### src/rtl/spi_gen_pkg.sv
// Shared types, mode constants and the effective bit-count helper for the
// generic SPI master.
package spi_gen_pkg;

    typedef enum logic [1:0] {
        ST_IDLE  = 2'd0,
        ST_LEAD  = 2'd1,
        ST_SHIFT = 2'd2,
        ST_TRAIL = 2'd3
    } state_e;

    // SPI modes encoded as {cpol, cpha}
    localparam logic [1:0] MODE0 = 2'b00;
    localparam logic [1:0] MODE1 = 2'b01;
    localparam logic [1:0] MODE2 = 2'b10;
    localparam logic [1:0] MODE3 = 2'b11;

    function automatic int eff_nbits(input int nb, input int dw);
        return ((nb == 0) || (nb > dw)) ? dw : nb;
    endfunction

endpackage

### src/rtl/spi_clkgen.sv
// Half-period tick generator: one-cycle tick every clkdiv+1 enabled cycles,
// with a synchronous restart that zeroes the phase.
module spi_clkgen #(
    parameter int DIVW = 8
) (
    input  logic            clkin,
    input  logic            rst,
    input  logic            en_i,
    input  logic            restart_i,
    input  logic [DIVW-1:0] clkdiv_i,
    output logic            tick_o
);

    logic [DIVW-1:0] cnt_q, cnt_d;

    // Equality compare only, so clkdiv = all-ones never needs a wider counter
    assign tick_o = en_i && (cnt_q == clkdiv_i);

    always_comb begin
        cnt_d = cnt_q + DIVW'(1);
        if (restart_i || !en_i || tick_o) begin
            cnt_d = '0;
        end
    end

    always_ff @(posedge clkin) begin
        if (!rst) begin
            cnt_q <= '0;
        end else begin
            cnt_q <= cnt_d;
        end
    end

endmodule

### src/rtl/spi_master_gen.sv
// Parametrised SPI master: configurable width, divider, bit order, CPOL/CPHA
// and automatic or manual chip select with a one-cycle done strobe.
//
// state | meaning
// IDLE  | waiting for go; sclk idles, cs follows autocs/csman
// LEAD  | one half-period of cs setup before the first sclk edge
// SHIFT | 2n half-periods; sclk toggles on every tick
// TRAIL | one half-period of cs hold, then done and back to IDLE
module spi_master_gen
    import spi_gen_pkg::*;
#(
    parameter int DW   = 8,
    parameter int DIVW = 8,
    parameter int NBW  = 6
) (
    input  logic            clkin,
    input  logic            rst,
    input  logic            cpol,
    input  logic            cpha,
    input  logic            cspol,
    input  logic            autocs,
    input  logic            csman,
    input  logic            lsbfirst,
    input  logic [DIVW-1:0] clkdiv,
    input  logic [NBW-1:0]  nbits,
    input  logic            go,
    output logic            busy,
    output logic            done,
    input  logic [DW-1:0]   data_i,
    output logic [DW-1:0]   data_o,
    input  logic            miso,
    output logic            mosi,
    output logic            sclk,
    output logic            cs
);

    state_e          state_q;
    logic            busy_q, done_q, mosi_q, sclk_q, cs_q;
    logic [DW-1:0]   data_o_q, tx_q, rx_q;
    logic [1:0]      mode_q;
    logic            lsb_q, autocs_q, lead_q;
    logic [DIVW-1:0] div_q;
    logic [NBW-1:0]  n_q, k_q;

    logic            tick, accept, cpol_w, cpha_w, last_bit;
    logic            tx_cur, tx_nxt, tx_first;
    logic            cs_man, cs_idle, cs_busy;
    logic [NBW-1:0]  n_d, idx_cur, idx_nxt, idx_first;
    logic [DW-1:0]   rx_d;

    // Position in the word of the k-th bit on the wire
    function automatic logic [NBW-1:0] bit_idx(input logic lsb,
                                               input logic [NBW-1:0] n,
                                               input logic [NBW-1:0] k);
        return lsb ? k : (n - k - NBW'(1));
    endfunction

    assign n_d       = NBW'(eff_nbits(int'(nbits), DW));
    assign accept    = (state_q == ST_IDLE) && go;
    assign cpol_w    = (mode_q == MODE2) || (mode_q == MODE3);
    assign cpha_w    = (mode_q != MODE0) && (mode_q != MODE2);
    assign last_bit  = (k_q == n_q - NBW'(1));

    assign idx_cur   = bit_idx(lsb_q, n_q, k_q);
    assign idx_nxt   = bit_idx(lsb_q, n_q, k_q + NBW'(1));
    assign idx_first = bit_idx(lsbfirst, n_d, '0);
    assign tx_cur    = |(tx_q & (DW'(1) << idx_cur));
    assign tx_nxt    = |(tx_q & (DW'(1) << idx_nxt));
    assign tx_first  = |(data_i & (DW'(1) << idx_first));
    assign rx_d      = rx_q | (DW'(miso) << idx_cur);

    assign cs_man    = csman ? ~cspol : cspol;
    assign cs_idle   = autocs ? cspol : cs_man;
    assign cs_busy   = autocs_q ? ~cspol : cs_man;

    spi_clkgen #(
        .DIVW (DIVW)
    ) u_clkgen (
        .clkin     (clkin),
        .rst       (rst),
        .en_i      (busy_q),
        .restart_i (accept),
        .clkdiv_i  (div_q),
        .tick_o    (tick)
    );

    always_ff @(posedge clkin) begin
        if (!rst) begin
            state_q  <= ST_IDLE;
            busy_q   <= 1'b0;
            done_q   <= 1'b0;
            data_o_q <= '0;
            mosi_q   <= 1'b0;
            sclk_q   <= cpol;
            cs_q     <= cspol;
            mode_q   <= MODE0;
            lsb_q    <= 1'b0;
            autocs_q <= 1'b1;
            div_q    <= '0;
            n_q      <= '0;
            k_q      <= '0;
            tx_q     <= '0;
            rx_q     <= '0;
            lead_q   <= 1'b1;
        end else begin
            done_q <= 1'b0;
            case (state_q)
                ST_IDLE: begin
                    sclk_q <= cpol;
                    cs_q   <= cs_idle;
                    if (go) begin
                        mode_q   <= {cpol, cpha};
                        lsb_q    <= lsbfirst;
                        div_q    <= clkdiv;
                        n_q      <= n_d;
                        tx_q     <= data_i;
                        autocs_q <= autocs;
                        rx_q     <= '0;
                        k_q      <= '0;
                        lead_q   <= 1'b1;
                        busy_q   <= 1'b1;
                        state_q  <= ST_LEAD;
                        if (autocs) begin
                            cs_q <= ~cspol;
                        end
                        if (!cpha) begin
                            mosi_q <= tx_first;
                        end
                    end
                end
                ST_LEAD: begin
                    sclk_q <= cpol_w;
                    cs_q   <= cs_busy;
                    if (tick) begin
                        state_q <= ST_SHIFT;
                    end
                end
                ST_SHIFT: begin
                    cs_q <= cs_busy;
                    if (tick) begin
                        sclk_q <= ~sclk_q;
                        lead_q <= ~lead_q;
                        if (lead_q) begin
                            if (cpha_w) begin
                                mosi_q <= tx_cur;
                            end else begin
                                rx_q <= rx_d;
                            end
                        end else begin
                            if (cpha_w) begin
                                rx_q <= rx_d;
                            end else if (!last_bit) begin
                                mosi_q <= tx_nxt;
                            end
                            if (last_bit) begin
                                state_q <= ST_TRAIL;
                            end else begin
                                k_q <= k_q + NBW'(1);
                            end
                        end
                    end
                end
                ST_TRAIL: begin
                    sclk_q <= cpol_w;
                    cs_q   <= cs_busy;
                    if (tick) begin
                        state_q  <= ST_IDLE;
                        busy_q   <= 1'b0;
                        done_q   <= 1'b1;
                        data_o_q <= rx_q;
                        if (autocs_q) begin
                            cs_q <= cspol;
                        end
                    end
                end
            endcase
        end
    end

    assign busy   = busy_q;
    assign done   = done_q;
    assign data_o = data_o_q;
    assign mosi   = mosi_q;
    assign sclk   = sclk_q;
    assign cs     = cs_q;

endmodule

### config.mk
export PLATFORM = sky130hd
export DESIGN_NAME = spi_master_gen
export DESIGN_NICKNAME = d
export VERILOG_FILES = /design/src/rtl/spi_gen_pkg.sv /design/src/rtl/spi_clkgen.sv /design/src/rtl/spi_master_gen.sv
export SDC_FILE = /design/constraint.sdc
export NUM_CORES = 1
export LEC_CHECK = 0
export ABC_AREA = 1
export CAP_MARGIN = 5
export CORE_MARGIN = 5
export CORE_UTILIZATION = 42
export CTS_BUF_LIST = sky130_fd_sc_hd__clkbuf_4 sky130_fd_sc_hd__clkbuf_8 sky130_fd_sc_hd__clkbuf_16
export CTS_CLUSTER_SIZE = 24
export DETAILED_ROUTE_END_ITERATION = 7
export PLACE_DENSITY = 0.65
export SKIP_CTS_REPAIR_TIMING = 1
export SYNTH_ARGS = -nofsm -noshare
export SYNTH_HDL_FRONTEND = slang
export SYNTH_SLANG_ARGS = --single-unit
### constraint.sdc
create_clock -name clkin -period 2.5 [get_ports clkin]
set_input_delay 0.5 -clock clkin [delete_from_list [all_inputs] [get_ports clkin]]
set_output_delay 0.5 -clock clkin [all_outputs]
set_load 0.01 [all_outputs]
==> metrics <==
status=finished with violations; violated checks=setup timing; share of cells above drive strength 1=0.152; fin cells=781; die height=106 um; Post-synth EDFFs=1; Synth Area in Compound Gates=0.156; latest clock arrival within the worst-skew pair=0.35 ns; Setup Crit Path Kind=flip-flop to flip-flop; HP Class=flip-flop to flip-flop; Max clock buf depth=2; Routability Congestion=0.853; Clock Skews=0.0152 ns; Post-Synth XOR/XNOR Area=0.0428; CP Capture Type=flip-flop; synthesized area=0.00389 mm2; register area share after synthesis=0.332; Synth Area in Adders=0.0650; Design Area, Final=0.00505 mm2; initial antenna violation count=0; setup TNS=-0.0773 ns; largest net degree at the start of global routing=43; Placed Cells=764; Post-Syn Instances=584; Max Cap Viol=0; main combinational cell family by area after synthesis=simple AND/OR/NAND/NOR gates; YS warnings=0; IO Port Bufs=44; simple-gate area share of the yosys netlist=0.315; largest fanout on the critical path=4; Avg Inst Size Synth=6.66 um2; Reg2Reg Depth=22; FF-to-FF End=mosi; worst setup margin=-0.0773 ns; initial DRC count=243; vias in the first global route=3852; DIE AREA=0.0113 mm2; Area after DPL=0.00471 mm2; Min-Delay Endpoint=data_o[4]; final core utilization=0.551; CTS H-tree lvls=3; CTS tree=built; worst path required time=2.78 ns; slew margin rel.=0.509; Ant. Diodes=0; final hold vios=0; Slew @ Worst Pin=0.729 ns; DRT Pass-1 Iters=5; first-pass GRT wire length=17500 um; clk sinks=64; fmax=388 MHz; Core Rows=35; RSZ-0062 raised after global routing=yes; FF-to-FF Start=k_q[0]; Post-route DRC=0; Pwr Density=1100 mW/mm2; Final #Nets=716; layout overhead on the synthesized area=29.7%; Detail Placement HPWL=8050 um; clk slew on worst S/H paths=0.08 ns; Hold WS=0.469 ns; fin crit period=2.58 ns; area of the core=0.00915 mm2; TritonCTS Buffers=9; part of the cycle the worst path needs=1.03; # setup viols final=1; share of Yosys cell area claimed by the top area cell type=0.324; Post-Syn Nets=635; mux contribution to synthesized area=0; total power=5.54 mW; Post-DRT Antenna Nets=0; vias=3986; root buffer cell=clkbuf_8; FF-to-FF setup slack=-0.08 ns; Place WS=-0.245 ns; vias per cell=5.10; Ports=45; Post-Route WL=10600 um; Setup crit start kind=flip-flop; Main synth FF type=dfxtp_1; die width=106 um; WL per Instance=13.5 um; Pleak=2.22 nW; global route overflow=0; data arrival time of the critical path=2.86 ns; Initial Util=0.425; max-slew violation count=0; Worst IR Drop VDD=0.452 mV; critical hold path startpoint=rx_q[4]; Total GRT Usage=0.189; area leader, netlist=dfxtp_1; hold path depth=2; ranking of synthesized cells by area=dfxtp_1, nor2_1, nand2_1, inv_1, o21ai_0; async set-or-reset flop fraction in the synthesized netlist=0; library cells used by synthesis=40; Yosys reg bits=64
-- layout make-up --
type                            instances  area [um2]
Multi-Input combinational cell        429        2330
Clock buffer                           11         163
Inverter                               77         289
Clock inverter                          5        85.1
Tap cell                              111         139
Timing Repair Buffer                   84         744
Fill cell                             861        4110
Sequential cell                        64        1300
-- critical path: stages, from the launching register on --
cell and delay [ns]:
dfxtp_4 0.37, ha_4 0.15, xor2_2 0.20, inv_2 0.07, ha_4 0.27, nand2_1 0.04, inv_1 0.06, a21oi_2 0.06
nor2_2 0.11, nand3_2 0.08, nand2_1 0.07, nand2_1 0.05, nand2_1 0.05, nand2_1 0.06, nand2_2 0.13, nand4_1 0.14
nor2_1 0.17, nor2_1 0.07, nand2_1 0.07, nand2_1 0.05, nand2_1 0.08, nand2_2 0.06, a21oi_2 0.14
-- where the power goes --
group          internal (mW)  leakage, nW  switching, mW
Combinational           1.17         1.57           1.85
Sequential              1.24        0.528          0.171
Clock                  0.655        0.121          0.446
-- registers in the layout, summed over array words and instances, names as in the netlist, 2 cells and up --
| signal | count |
|---|---|
| data_o | 8 |
| div_q | 8 |
| k_q | 6 |
| mode_q | 2 |
| n_q | 6 |
| rx_q | 8 |
| state_q | 2 |
| tx_q | 8 |
| u_clkgen.cnt_q | 8 |
-- logic make-up after synthesis --
kind of cell / count (synthesis)
buf+inv: 91
fa+ha+maj: 19
simple gates: 278
flops: 64
compound gates: 113
xor+xnor: 19
-- metal layers --
metal / wire (um) / vias to the layer above / track usage
met4: 178 / 0 / 0.0620
met3: 514 / 24 / 0.0298
met1: 4790 / 1799 / 0.235
li1: - / 2059 / -
met2: 5080 / 104 / 0.331
met5: 0 / - / 0
-- synth_stat cells, types with 2 or more instances --
cell and number:
a211oi_1 4, a21oi_1 41, a31oi_1 2, clkbuf_1 11, dfxtp_1 63, fa_1 2
ha_1 17, inv_1 75, nand2_1 96, nand2_2 7, nand3_1 26, nand3_2 3
nand4_1 19, nor2_1 105, nor2_2 2, nor2_4 2, nor3_1 6, nor3_2 2
o21ai_0 55, o21ai_1 3, or2_2 7, xnor2_1 6, xor2_1 13
-- placed cells by master, fill, tap and decap left out, types with 4 or more instances in the layout --
master	synthesis	final
nor2_1	105	103
nand2_1	96	95
inv_1	75	73
dfxtp_1	63	58
o21ai_0	55	55
clkdlybuf4s50_1	0	44
buf_4	1	39
a21oi_1	41	38
nand3_1	26	25
nand4_1	19	19
ha_1	17	15
xor2_1	13	11
clkbuf_8	0	10
nand2_2	7	8
or2_2	7	7
xnor2_1	6	6
nor3_1	6	6
nor2_2	2	4
a211oi_1	4	4
a21oi_2	1	4
dfxtp_2	0	4
-- how the worst max path moves through the flow --
stage	from	slack, ns	depth (start not counted)	end
detailed placement	nbits[1]	-0.24	18	mosi
floorplan	k_q[0]	0.04	21	mosi
CTS	k_q[0]	-0.23	21	mosi
global placement	nbits[2]	-0.16	18	mosi
global route	k_q[1]	-0.29	22	mosi
finish	k_q[0]	-0.08	22	mosi
Note: power is estimated with default switching activity, not from simulation.
